## config.mk

```make
export PLATFORM = sky130hd
export DESIGN_NAME = ro_slot_scheduler
export DESIGN_NICKNAME = d
export VERILOG_FILES = /design/src/rtl/ro_slot_scheduler.sv
export SDC_FILE = /design/constraint.sdc
export NUM_CORES = 1
export LEC_CHECK = 0
export BUFFER_PORTS_ARGS = -buffer_cell sky130_fd_sc_hd__buf_2
export CORE_MARGIN = 3
export CORE_UTILIZATION = 53
export CTS_CLUSTER_DIAMETER = 60
export DETAILED_ROUTE_END_ITERATION = 10
export HOLD_SLACK_MARGIN = 0.12
export PLACE_DENSITY = 0.78
export SLEW_MARGIN = 20
export SYNTH_ARGS = -nofsm -noshare
export SYNTH_HDL_FRONTEND = slang
export SYNTH_SLANG_ARGS = --single-unit
```

## constraint.sdc

```tcl
create_clock -name clk_master -period 1.85 [get_ports clk_master]
set_input_delay 0.0925 -clock clk_master [delete_from_list [all_inputs] [get_ports clk_master]]
set_output_delay 0.0925 -clock clk_master [all_outputs]
set_load 0.01 [all_outputs]
```

## src/rtl/ro_slot_scheduler.sv

```systemverilog
// Binary-weighted time-slot scheduler for the shared readout bus.
// Holds per-channel event/polarity until the channel's slot arrives and flags lost events.
module ro_slot_scheduler #(
  parameter int NCH = 8,
  parameter int CW  = 3
) (
  input  logic           clk_master,
  input  logic           rstb,
  input  logic           en,
  input  logic [NCH-1:0] ch_mask,
  input  logic [NCH-1:0] ev_in,
  input  logic [NCH-1:0] pol_in,
  input  logic           ovf_clr,
  output logic [NCH-1:0] sel,
  output logic [CW-1:0]  out_ch,
  output logic           out_valid,
  output logic           out_eve,
  output logic           out_pol_eve,
  output logic           frame_sync,
  output logic [NCH-1:0] ovf
);

  logic [NCH-1:0] r_cnt;
  logic [NCH-1:0] r_pend;
  logic [NCH-1:0] r_pol;
  logic [NCH-1:0] r_ovf;
  logic [NCH-1:0] r_sel;
  logic [CW-1:0]  r_out_ch;
  logic           r_out_valid;
  logic           r_out_eve;
  logic           r_out_pol_eve;
  logic           r_frame_sync;

  logic [CW-1:0]  w_owner;
  logic           w_frame;
  logic [NCH-1:0] w_grant;
  logic [NCH-1:0] w_pend_nxt;
  logic [NCH-1:0] w_pol_nxt;
  logic [NCH-1:0] w_ovf_set;

  // Slot owner is the index of the lowest zero bit of the counter; all ones is the frame slot.
  always_comb begin
    w_owner = '0;
    w_frame = 1'b1;
    for (int unsigned i = 0; i < NCH; i++) begin
      if (w_frame && !r_cnt[i]) begin
        w_owner = CW'(i);
        w_frame = 1'b0;
      end
    end
  end

  assign w_grant = (en && !w_frame) ? (NCH'(1) << w_owner) : '0;

  always_comb begin
    w_pend_nxt = r_pend;
    w_pol_nxt  = r_pol;
    w_ovf_set  = '0;
    for (int unsigned k = 0; k < NCH; k++) begin
      if (!ch_mask[k]) begin
        w_pend_nxt[k] = 1'b0;
      end else if (ev_in[k]) begin
        // A same-cycle grant consumes the old event, so the reload is not a loss.
        w_pend_nxt[k] = 1'b1;
        w_pol_nxt[k]  = pol_in[k];
        w_ovf_set[k]  = r_pend[k] & ~w_grant[k];
      end else if (w_grant[k]) begin
        w_pend_nxt[k] = 1'b0;
      end
    end
  end

  always_ff @(posedge clk_master or negedge rstb) begin
    if (!rstb) begin
      r_cnt  <= '0;
      r_pend <= '0;
      r_pol  <= '0;
      r_ovf  <= '0;
    end else begin
      if (en) begin
        r_cnt <= r_cnt + NCH'(1);
      end
      r_pend <= w_pend_nxt;
      r_pol  <= w_pol_nxt;
      r_ovf  <= (ovf_clr ? '0 : r_ovf) | w_ovf_set;
    end
  end

  always_ff @(posedge clk_master or negedge rstb) begin
    if (!rstb) begin
      r_sel         <= '0;
      r_out_ch      <= '0;
      r_out_valid   <= 1'b0;
      r_out_eve     <= 1'b0;
      r_out_pol_eve <= 1'b0;
      r_frame_sync  <= 1'b0;
    end else if (!en) begin
      r_sel         <= '0;
      r_out_valid   <= 1'b0;
      r_out_eve     <= 1'b0;
      r_out_pol_eve <= 1'b0;
      r_frame_sync  <= 1'b0;
    end else if (w_frame) begin
      r_sel         <= '0;
      r_out_ch      <= '0;
      r_out_valid   <= 1'b0;
      r_out_eve     <= 1'b0;
      r_out_pol_eve <= 1'b0;
      r_frame_sync  <= 1'b1;
    end else begin
      r_sel         <= w_grant;
      r_out_ch      <= w_owner;
      r_out_valid   <= r_pend[w_owner];
      r_out_eve     <= r_pend[w_owner];
      r_out_pol_eve <= r_pend[w_owner] & r_pol[w_owner];
      r_frame_sync  <= 1'b0;
    end
  end

  assign sel         = r_sel;
  assign out_ch      = r_out_ch;
  assign out_valid   = r_out_valid;
  assign out_eve     = r_out_eve;
  assign out_pol_eve = r_out_pol_eve;
  assign frame_sync  = r_frame_sync;
  assign ovf         = r_ovf;

endmodule

```

# After elaboration in Yosys (flattened, before gate mapping)
# Index checks and enable logic that the tools add are counted.
totals:
  output_inout_bits: 23
  inputBits: 28
  register_bits: 46
op_classes:
  reduce_logical: 24
  order_cmp: 1
  mux: 70
  bitwise_logic: 18
  shifts: 1
  eq_ne: 8
  addsub: 1
op_table:
  columns: ["cell", "n"]
  rows:
  - ["two-way mux 1 bit", 57]
  - ["two-way mux 8 bit", 4]
  - ["!= test 3 x 1 -> 1 bit, second input constant", 8]
  - ["two-way mux 3 bit", 6]
  - ["AND reduction 2 bit", 8]
  - ["bitwise AND 1 bit", 9]
  - ["adder 8 x 1 -> 8 bit, second input constant", 1]
  - ["logical AND 1 bit", 8]
  - ["logical NOT 1 bit", 8]
  - ["NOT 1 bit", 8]
  - ["OR 8 bit", 1]
  - ["<< shifter 1 x 3 -> 8 bit, first input constant", 1]
  - ["binary-select mux 1 bit (select 3 bit)", 2]
  - ["less-than comparator 3 x 4 -> 1 bit, second input constant", 1]
  - ["two-way mux 2 bit", 1]

# Logic depth before layout (Yosys ltp)
# Gate-level depths: netlist of the first run.
depth:
  word_depth: 23
  ltp_mapped: 7
  ltp_nobuf: 7

# Worst setup path after synthesis of the first run
# Ideal clock, no wire load.
synth_path:
  path_kind: "register to register"
  startpoint: "register r_cnt[0]"
  endpoint: "register r_out_pol_eve (netlist: out_pol_eve)"
  setup_ns: 0.137
  path_slack_ns: 0.149
  path_stages_with_launch: 8
  arrival_ns: 1.564
  n_path_buf: 1
  path_cell_list: "dfrtp_1 ha_1 buf_4 nor2b_4 o21ai_4 a21boi_1 o31ai_2 a22oi_2"
synth_via:
  elab_chain_len: 20
  elab_cells_between_ends: 29
  classes_between: "21 x mux; 1 x bitwise; 7 x reduce/logical"
synth_rtl:
  columns: ["item", "line", "text"]
  rows:
  - ["from (decl)", "23", "logic [NCH-1:0] r_cnt;"]
  - ["from (signal assigned)", "81", "r_cnt <= r_cnt + NCH'(1);"]
  - ["two-way mux 1 bit *", "46", "if (w_frame && !r_cnt[i]) begin"]
  - ["logical AND 1 bit", "46", null]
  - ["two-way mux 1 bit", "46", null]
  - ["logical AND 1 bit", "46", null]
  - ["two-way mux 1 bit", "46", null]
  - ["logical AND 1 bit", "46", null]
  - ["two-way mux 1 bit", "46", null]
  - ["logical AND 1 bit", "46", null]
  - ["[4 not listed]", null, null]
  - ["two-way mux 1 bit", "46", null]
  - ["logical AND 1 bit", "46", null]
  - ["two-way mux 3 bit", "46", null]
  - ["binary-select mux 1 bit (select 3 bit)", "115", "r_out_pol_eve <= r_pend[w_owner] & r_pol[w_owner];"]
  - ["two-way mux 1 bit (implied by the code)", "115", null]
  - ["bitwise AND 1 bit", "115", null]
  - ["two-way mux 1 bit *", "103", "end else if (w_frame) begin"]
  - ["two-way mux 1 bit *", "97", "end else if (!en) begin"]
  - ["to (signal assigned)", "115", null]
  - ["to (decl)", "31", "logic r_out_pol_eve;"]
# Every way passes the cells marked *; elsewhere a longest branch is shown, timed or not. The select of a mux whose other input is x is not followed.
# A chain may end at the register's enable or synchronous reset.

# Worst setup path after layout of the first run
layout_path:
  startpoint: "register r_cnt[1]"
  endpoint: "register r_out_pol_eve (netlist: out_pol_eve)"
layout_via:
  elab_chain_len: 20
  elab_cells_between_ends: 29
  classes_between: "20 x mux; 1 x bitwise; 8 x reduce/logical"
layout_rtl:
  columns: ["item", "line"]
  rows:
  - ["logical NOT 1 bit *", "46"]
  - ["logical AND 1 bit *", "46"]
  - ["two-way mux 1 bit", "46"]
  - ["logical AND 1 bit", "46"]
  - ["two-way mux 1 bit", "46"]
  - ["logical AND 1 bit", "46"]
  - ["two-way mux 1 bit", "46"]
  - ["logical AND 1 bit", "46"]
  - ["[4 not listed]", null]
  - ["two-way mux 1 bit", "46"]
  - ["logical AND 1 bit", "46"]
  - ["two-way mux 3 bit", "46"]
  - ["binary-select mux 1 bit (select 3 bit)", "115"]
  - ["two-way mux 1 bit (implied by the code)", "115"]
  - ["bitwise AND 1 bit", "115"]
  - ["two-way mux 1 bit *", "103"]
  - ["two-way mux 1 bit *", "97"]
# Marks and branches as above.

==> results.yml, run 1 <==
synthesis:
  avgSynthCellArea_um2: 11.0
  synthTopCellsByArea: "dfrtp_1 53%, mux2_2 4.7%, inv_1 3.3%, a21boi_1 2.8%, nand2_1 2.8%"
  ys_seq_elements: 46
  synth_ff_type: "dfrtp_1"
  synth-async-reset-ratio: 1.00
  synth_area_um2: 2170
  synth_top_cell_by_area: "dfrtp_1"
  synth_top_area_share: 0.531
  syn_nets: 228
  netlist_instances: 197
  synthDistinctLibCells: 42
  yosysWarnings: 0
  synth-edff-count: 0
  seq_area_frac_synth: 0.531
timing:
  period_share: 0.945
  slew_viol_final: 0
  finClkSkew_ns: 0.00530
  fmax_ghz: 0.572
  final.setup.tns_ns: 0
  slew_headroom: 0.723
  hold_viol_final: 0
  fin_crit_ns: 1.75
  setup_viol: 0
  rsz0062_at_grt: "no"
  worst_pin_slew_ns: 0.415
final_layout:
  area_growth_pct: 28.5
  final_cells: 321
  final_cell_mix: "50 x buf_2, 45 x dfrtp_1, 25 x dlygate4sd3_1, 19 x inv_1, 16 x nand2_1"
  regArea_um2: 1150
  fin_area_um2: 2780
  drive_above_1_share: 0.311
  layout_commonest_cell: "buf_2"
  fillCellCount: 265
  nNetsFinal: 304
  diodes: 0
  postLayoutCoreUtil: 0.733
  multiInputGateArea_um2: 888
worst_setup_path:
  critical_path_cell_count: 6
  critPathTopFamily: "compound AO/OA/AOI/OAI gates"
  arrival_ns: 1.91
  slowest_delay_ns: 0.46
  worstPathCellList: "ha_4, nand2_1, o21ai_4, and3_1, o31ai_2, a22oi_2"
  end_kind: "flip-flop"
  crit_buf_inv: 0
  worstPathMaxFanout: 10
  required_ns: 2.01
  cp-start-kind: "flip-flop"
  criticalPathCategory: "reg -> reg"
  reg2reg_depth: 6
  slowest_stage: "dfrtp_2"
detailed_routing:
  top_layer: "met4"
  wirelength_mm: 4.57
  num_vias: 1652
  drt_first_pass_iters: 4
  drcViolationCount: 0
  routedWlPerCell_um: 14.2
  drt-initial-drc-count: 120
  postRouteAntennaNets: 0
  met1Wirelength_mm: 2.00
  wl_met2_mm: 2.28
  avgViaCountPerCell: 5.15
  wl_met3_um: 248
pwr:
  finalPower_w: 0.00319
  vdd_drop_max_v: 0.000680
  p_leak_nw: 1.37
  power_density_nw_per_um2: 1150
die:
  start_util: 0.570
  die_y_um: 69.9
  core_um2: 3800
  die-area_um2: 4890
  io_pins: 51
  fp-row-count: 22
  die_w_um: 69.9
run:
  cap_violations: 0
global_route:
  grt_pass1_wl_mm: 7.65
  grt_pass1_vias: 1642
  grt_max_degree: 29
  track_usage: 0.200
  grt-ovfl-total: 0
  antenna_found_initial: 0
clocking:
  ctsHtreeMaxLevel: 2
  cts_tree: "done"
  path_clk_slew_ns: 0.08
  clock-sinks: 46
  clock_latency_ns: 0.29
  cts_inserted_buffers: 5
  clockBufferDepth: 2
  clockRootBuffer: "clkbuf_8"
placed_design:
  place_congestion: 0.829
  port-buffer-count: 50
  dp.final_hpwl_mm: 3.19
  place_area_um2: 2440
  placed_cells: 289
run_status:
  status: "finished, final reports clean"
min_path:
  holdCritPathClass: "in -> reg"
  hold_depth: 2
## repair_timing
action,CTS,global route
gates resized for setup,0,4
buffers inserted,0,0
endpoints found under the hold margin,69,0
endpoints found under the setup margin,0,11
hold buffers,25,0
## worst reg2reg max path, stage by stage, from the launching register on
cell and delay [ns]:
dfrtp_2 0.46, ha_4 0.21, nand2_1 0.19, o21ai_4 0.13, and3_1 0.21, o31ai_2 0.31
a22oi_2 0.12
## worst paths after layout
check,from,endpoint,slack (ns)
worst max-delay path,r_cnt[1],out_pol_eve,0.10
worst min-delay path,ovf_clr,ovf[6],0.15
worst max register to register,r_cnt[1],out_pol_eve,0.10
worst min register to register,out_ch[1],out_ch[1],0.51
max in group asynchronous,rstb,sel[1],1.25
min in group asynchronous,rstb,r_cnt[2],0.29
## area by class of cell
type,count,share of cell area
clock buffers,7,0.0274
inverters,20,0.0274
multi-input cells,121,0.319
flip-flops and latches,46,0.414
well taps,48,0.0216
repair buffers,79,0.191
## layer usage
layer | vias to the layer above | track usage
met3 | 4 | 0.0432
met5 | - | 0
met4 | 0 | 0.0766
met2 | 53 | 0.329
met1 | 770 | 0.257
li1 | 825 | -
## sequential cells by signal, summed over array words and instances, names as in the netlist
name / count
out_pol_eve: 1
r_pend: 8
out_eve: 1
out_ch: 3
sel: 8
r_pol: 8
r_cnt: 8
ovf: 8
frame_sync: 1
## Yosys cell counts (5+ instances only)
library cell  count
inv_1            19
nor2b_1           5
o21ai_1           6
nand3_1           7
dfrtp_1          46
o22ai_1           8
nor2_1           10
a21oi_1           5
and3_1            6
a21boi_1          8
nand2_1          16
mux2_2            9
## logic make-up (layout without fill, tap and decap cells)
| kind of cell | after synthesis | after routing | synth area share |
|---|---|---|---|
| fa+ha+maj | 3 | 3 | 0.0173 |
| mux | 9 | 9 | 0.0468 |
| simple gates | 56 | 56 | 0.141 |
| xor+xnor | 7 | 7 | 0.0283 |
| flops | 46 | 46 | 0.531 |
| buf+inv | 30 | 106 | 0.0676 |
| compound gates | 46 | 46 | 0.168 |
## power breakdown
| group | leakage [nW] | internal, W | switching, W |
|---|---|---|---|
| logic | 0.745 | 0.000564 | 0.000630 |
| registers | 0.588 | 0.00121 | 0.000235 |
| clock network | 0.0383 | 0.000260 | 0.000296 |
| total | 1.37 | 0.00203 | 0.00116 |
## per-stage QoR
step	hold WS [ns]	worst slack, ns
after global routing	0.143	0.00937
after floorplan	-0.203	0.149
after global placement	0.0780	0.112
final	0.153	0.101
after CTS	0.145	0.000382
after detailed placement	0.0774	0.0326
(Power assumes the default switching activity.)
==> run 2, diff against run 1 <==
--- a/config.mk
+++ b/config.mk
@@ -6,6 +6,7 @@
 export NUM_CORES = 1
 export LEC_CHECK = 0
 export BUFFER_PORTS_ARGS = -buffer_cell sky130_fd_sc_hd__buf_2
+export CORE_ASPECT_RATIO = 0.9
 export CORE_MARGIN = 3
 export CORE_UTILIZATION = 53
 export CTS_CLUSTER_DIAMETER = 60
==> run 2 against run 1 <==
Maximum frequency up 2.3%. Global-route usage up 1.1 points. Register-to-register slack better by 0.04 ns. First-iteration DRC count down 66%. Worst hold slack worse by 0.019 ns. Clock power up 29%. Setup slack better by 0.040 ns. Routed wire length up 1.5%. Final cell count unchanged. Highest routed layer unchanged.
==> results.yml, run 2 (synthesis gave the netlist of run 1 again) <==
run_status:
  status: "finished, final reports clean"
pwr:
  swShare: 0.353
  combPwrFrac: 0.365
  p_seq_frac: 0.424
  p_leak_nw: 1.40
  vdd_drop_max_v: 0.000896
  power.internal_w: 0.00219
  clock_power_share: 0.212
  netSwitchingPower_w: 0.00119
  power_density_nw_per_um2: 1190
global_route:
  grt-ovfl-total: 0
  grt_max_degree: 25
  grt_pass1_wl_mm: 7.75
  antenna_found_initial: 0
  grt_pass1_vias: 1694
  track_usage: 0.210
placed_design:
  place_congestion: 0.858
  port-buffer-count: 50
  placed_cells: 288
  dp.final_hpwl_mm: 3.20
clocking:
  clockBufferDepth: 2
  clock-sinks: 46
  clock_latency_ns: 0.29
  cts_inserted_buffers: 5
  cts_tree: "done"
  clockRootBuffer: "clkbuf_8"
  path_clk_slew_ns: 0.08
  post_cts_buffers: 0
  ctsHtreeMaxLevel: 2
detailed_routing:
  drt_first_pass_iters: 4
  wirelength_mm: 4.64
  drcViolationCount: 0
  routedWlPerCell_um: 14.4
  postRouteAntennaNets: 0
  drt-initial-drc-count: 41
  num_vias: 1690
  avgViaCountPerCell: 5.26
worst_setup_path:
  worstPathMaxFanout: 10
  required_ns: 2.02
  cp-start-kind: "flip-flop"
  end_kind: "flip-flop"
  arrival_ns: 1.88
  criticalPathCategory: "reg -> reg"
final_layout:
  layout_commonest_cell: "buf_2"
  final_cells: 321
  area_growth_pct: 30.8
  drive_above_1_share: 0.324
  nNetsFinal: 305
  final_cell_mix: "50 x buf_2, 45 x dfrtp_1, 25 x dlygate4sd3_1, 19 x inv_1, 16 x nand2_1"
  diodes: 0
min_path:
  holdCritPathClass: "in -> reg"
run:
  cap_violations: 0
die:
  die_w_um: 73.4
  core_um2: 3840
  die_y_um: 66.6
  io_pins: 51
  start_util: 0.565
  die-area_um2: 4890
  fp-row-count: 21
timing:
  hold_viol_final: 0
  slew_viol_final: 0
  setup_viol: 0
  finClkSkew_ns: 0.00314
  fin_crit_ns: 1.71
  period_share: 0.924
  fmax_ghz: 0.585
  rsz0062_at_grt: "no"
  final.setup.tns_ns: 0
  worst_pin_slew_ns: 0.555
  slew_headroom: 0.630
-- run 2: cell types whose count changed in the layout (fill, tap and decap cells not counted), sizes merged --
cell	change
buf	+1
bufinv	+1
clkbuf	-2
clkinv	+2
-- run 2: final cells by class --
cell class,instances,area [um^2]
well taps,46,57.6
inverters,20,76.3
fillers,272,1000
clock buffers,5,68.8
repair buffers,80,551
flip-flops and latches,46,1150
multi-input cells,121,888
clock inverters,3,40.0
-- run 2: what timing repair did --
action	in CTS	in global routing
hold endpoints to repair	47	0
hold buffers	25	0
endpoints found under the setup margin	0	13
resized for setup	0	4
-- run 2: final timing paths --
check	startpoint	to	slack (ns)	cells after the start
max	r_cnt[1]	out_pol_eve	0.14	7
min	ovf_clr	ovf[6]	0.13	2
max reg2reg	r_cnt[1]	out_pol_eve	0.14	7
min reg2reg	out_ch[0]	out_ch[0]	0.50	1
max in group asynchronous	rstb	r_cnt[1]	1.01	3
min in group asynchronous	rstb	out_ch[2]	0.32	2
-- run 2: power by group through the flow --
| stage | logic, W | registers [W] | clock network [W] |
|---|---|---|---|
| floorplan | 0.000911 | 0.00137 | 0 |
| global placement | 0.00113 | 0.00143 | 0 |
| detailed placement | 0.00115 | 0.00143 | 0 |
| CTS | 0.00120 | 0.00142 | 0.000729 |
| global route | 0.00137 | 0.00147 | 0.000773 |
| finish | 0.00123 | 0.00143 | 0.000715 |
-- run 2: critical path, stage by stage (launching register included) --
cell	delay, ns
dfrtp_2	0.46
inv_1	0.07
ha_1	0.20
inv_1	0.09
o21ai_4	0.24
a21boi_1	0.11
o31ai_2	0.30
a22oi_2	0.11
-- run 2: through the flow --
stage	area, um^2	util	setup WS [ns]	power, W	hold slack [ns]
2_1_floorplan	2170	-	0.149	0.00228	-0.203
3_3_place_gp	2450	0.640	0.144	0.00256	0.107
3_5_place_dp	2450	0.640	0.0930	0.00259	0.112
4_1_cts	2810	0.733	0.0917	0.00334	0.132
5_1_grt	2830	0.739	0.00605	0.00361	0.157
6_report	2830	0.739	0.141	0.00338	0.134
-- run 2: routing by layer --
metal / part of all wire / track usage
met3: 0.063 / 0.0468
met2: 0.50 / 0.354
met1: 0.43 / 0.272
met4: 0.0047 / 0.0611
met5: 0 / 0
==> run 3, diff against run 2 <==
--- a/config.mk
+++ b/config.mk
@@ -12,6 +12,7 @@
 export CTS_CLUSTER_DIAMETER = 60
 export DETAILED_ROUTE_END_ITERATION = 10
 export HOLD_SLACK_MARGIN = 0.12
+export MAX_ROUTING_LAYER = met4
 export PLACE_DENSITY = 0.78
 export SLEW_MARGIN = 20
 export SYNTH_ARGS = -nofsm -noshare
==> run 3 against run 2 <==
Critical endpoint unchanged. First-iteration DRC count rose by 20%. Critical path type unchanged. Worst hold slack improved by 0.0041 ns. Maximum frequency is essentially flat.
==> results.yml, run 3 (synthesis gave the netlist of run 1 again) <==
run_status:
  status: "finished, final reports clean"
die:
  die_w_um: 73.4
  fp-row-count: 21
  start_util: 0.565
  core_um2: 3840
  die-area_um2: 4890
  die_y_um: 66.6
  io_pins: 51
pwr:
  vdd_drop_max_v: 0.000897
  p_leak_nw: 1.40
  power.internal_w: 0.00219
  swShare: 0.353
  power_density_nw_per_um2: 1190
  combPwrFrac: 0.365
  netSwitchingPower_w: 0.00120
  clock_power_share: 0.212
  p_seq_frac: 0.424
run:
  cap_violations: 0
worst_setup_path:
  reg2reg_depth: 7
  worstPathMaxFanout: 10
  required_ns: 2.02
  criticalPathCategory: "reg -> reg"
  r2r-end: "out_pol_eve"
  arrival_ns: 1.88
  end_kind: "flip-flop"
  r2r-start: "r_cnt[1]"
  reg2reg_slack_ns: 0.14
  cp-start-kind: "flip-flop"
detailed_routing:
  avgViaCountPerCell: 5.26
  postRouteAntennaNets: 0
  wirelength_mm: 4.64
  num_vias: 1687
  drt-initial-drc-count: 49
  routedWlPerCell_um: 14.5
  drt_first_pass_iters: 4
  drcViolationCount: 0
global_route:
  grt_pass1_vias: 1694
  antenna_found_initial: 0
  grt_max_degree: 25
  track_usage: 0.216
  grt_pass1_wl_mm: 7.75
  grt-ovfl-total: 0
placed_design:
  place_congestion: 0.871
  port-buffer-count: 50
  place_area_um2: 2450
  dp.final_hpwl_mm: 3.20
timing:
  period_share: 0.924
  slew_viol_final: 0
  fmax_ghz: 0.585
  finClkSkew_ns: 0.00388
  worst_pin_slew_ns: 0.554
  hold_viol_final: 0
  fin_crit_ns: 1.71
  final.setup.tns_ns: 0
  slew_headroom: 0.631
  setup_viol: 0
  rsz0062_at_grt: "no"
clocking:
  clockRootBuffer: "clkbuf_8"
  cts_tree: "done"
  ctsHtreeMaxLevel: 2
  clock-sinks: 46
  path_clk_slew_ns: 0.08
  cts_inserted_buffers: 5
  clock_latency_ns: 0.29
  clockBufferDepth: 2
final_layout:
  diodes: 0
  final_cell_mix: "50 x buf_2, 45 x dfrtp_1, 25 x dlygate4sd3_1, 19 x inv_1, 16 x nand2_1"
  postLayoutCoreUtil: 0.739
  nNetsFinal: 305
  area_growth_pct: 30.8
  drive_above_1_share: 0.324
  fin_area_um2: 2830
  layout_commonest_cell: "buf_2"
min_path:
  hold_depth: 2
  hold_end: "ovf[6]"
  hp-start: "ovf_clr"
  holdCritPathClass: "in -> reg"
## run 3: cell counts in the layout (fill, tap and decap cells not counted)
No cell type changed its count.
## run 3: layout make-up
cell class | instances | area [um^2]
repair buffers | 80 | 551
clock buffers | 5 | 68.8
inverters | 20 | 76.3
clock inverters | 3 | 40.0
fillers | 272 | 1000
flip-flops and latches | 46 | 1150
well taps | 46 | 57.6
multi-input cells | 121 | 888
## run 3: power groups by stage
| stage | clock [W] | sequential (W) | combinational (W) |
|---|---|---|---|
| global route | 0.000773 | 0.00147 | 0.00137 |
| CTS | 0.000729 | 0.00142 | 0.00120 |
| global placement | 0 | 0.00143 | 0.00113 |
| finish | 0.000717 | 0.00143 | 0.00123 |
| floorplan | 0 | 0.00137 | 0.000911 |
| detailed placement | 0 | 0.00143 | 0.00115 |
## run 3: what timing repair did
| action | 4_1_cts | 5_1_grt |
|---|---|---|
| setup buffers | 0 | 0 |
| hold endpoints to repair | 47 | 0 |
| endpoints found under the setup margin | 0 | 13 |
| hold buffers | 25 | 0 |
| gates resized for setup | 0 | 4 |
## run 3: stage by stage
step           setup WS [ns]  power (W)  cells  hold WS, ns
5_1_grt              0.00605    0.00361    321        0.157
3_3_place_gp           0.144    0.00256    288        0.107
2_1_floorplan          0.149    0.00228    197       -0.203
4_1_cts               0.0917    0.00334    321        0.132
6_report               0.141    0.00338    321        0.138
3_5_place_dp          0.0930    0.00259    288        0.112
## run 3: worst max-delay path, cell delays in order, from the launching register on
cell and delay, ns:
dfrtp_2 0.46, inv_1 0.07, ha_1 0.20, inv_1 0.09, o21ai_4 0.24, a21boi_1 0.11
o31ai_2 0.30, a22oi_2 0.11
## run 3: worst max path at each step
stage / start / endpoint / slack, ns / depth (start not counted)
2_1_floorplan: r_cnt[0] / out_pol_eve / 0.15 / 7
3_3_place_gp: r_cnt[1] / out_ch[0] / 0.14 / 6
3_5_place_dp: r_cnt[1] / out_pol_eve / 0.09 / 6
4_1_cts: r_cnt[1] / out_pol_eve / 0.09 / 6
5_1_grt: r_cnt[1] / out_pol_eve / 0.006 / 7
6_report: r_cnt[1] / out_pol_eve / 0.14 / 7
## run 3: layer usage
layer,part of all wire,global-route usage,vias up
met5,0,-,-
met4,0.0047,0.0611,0
met3,0.054,0.0437,2
met2,0.50,0.354,44
met1,0.44,0.274,818
li1,-,-,823
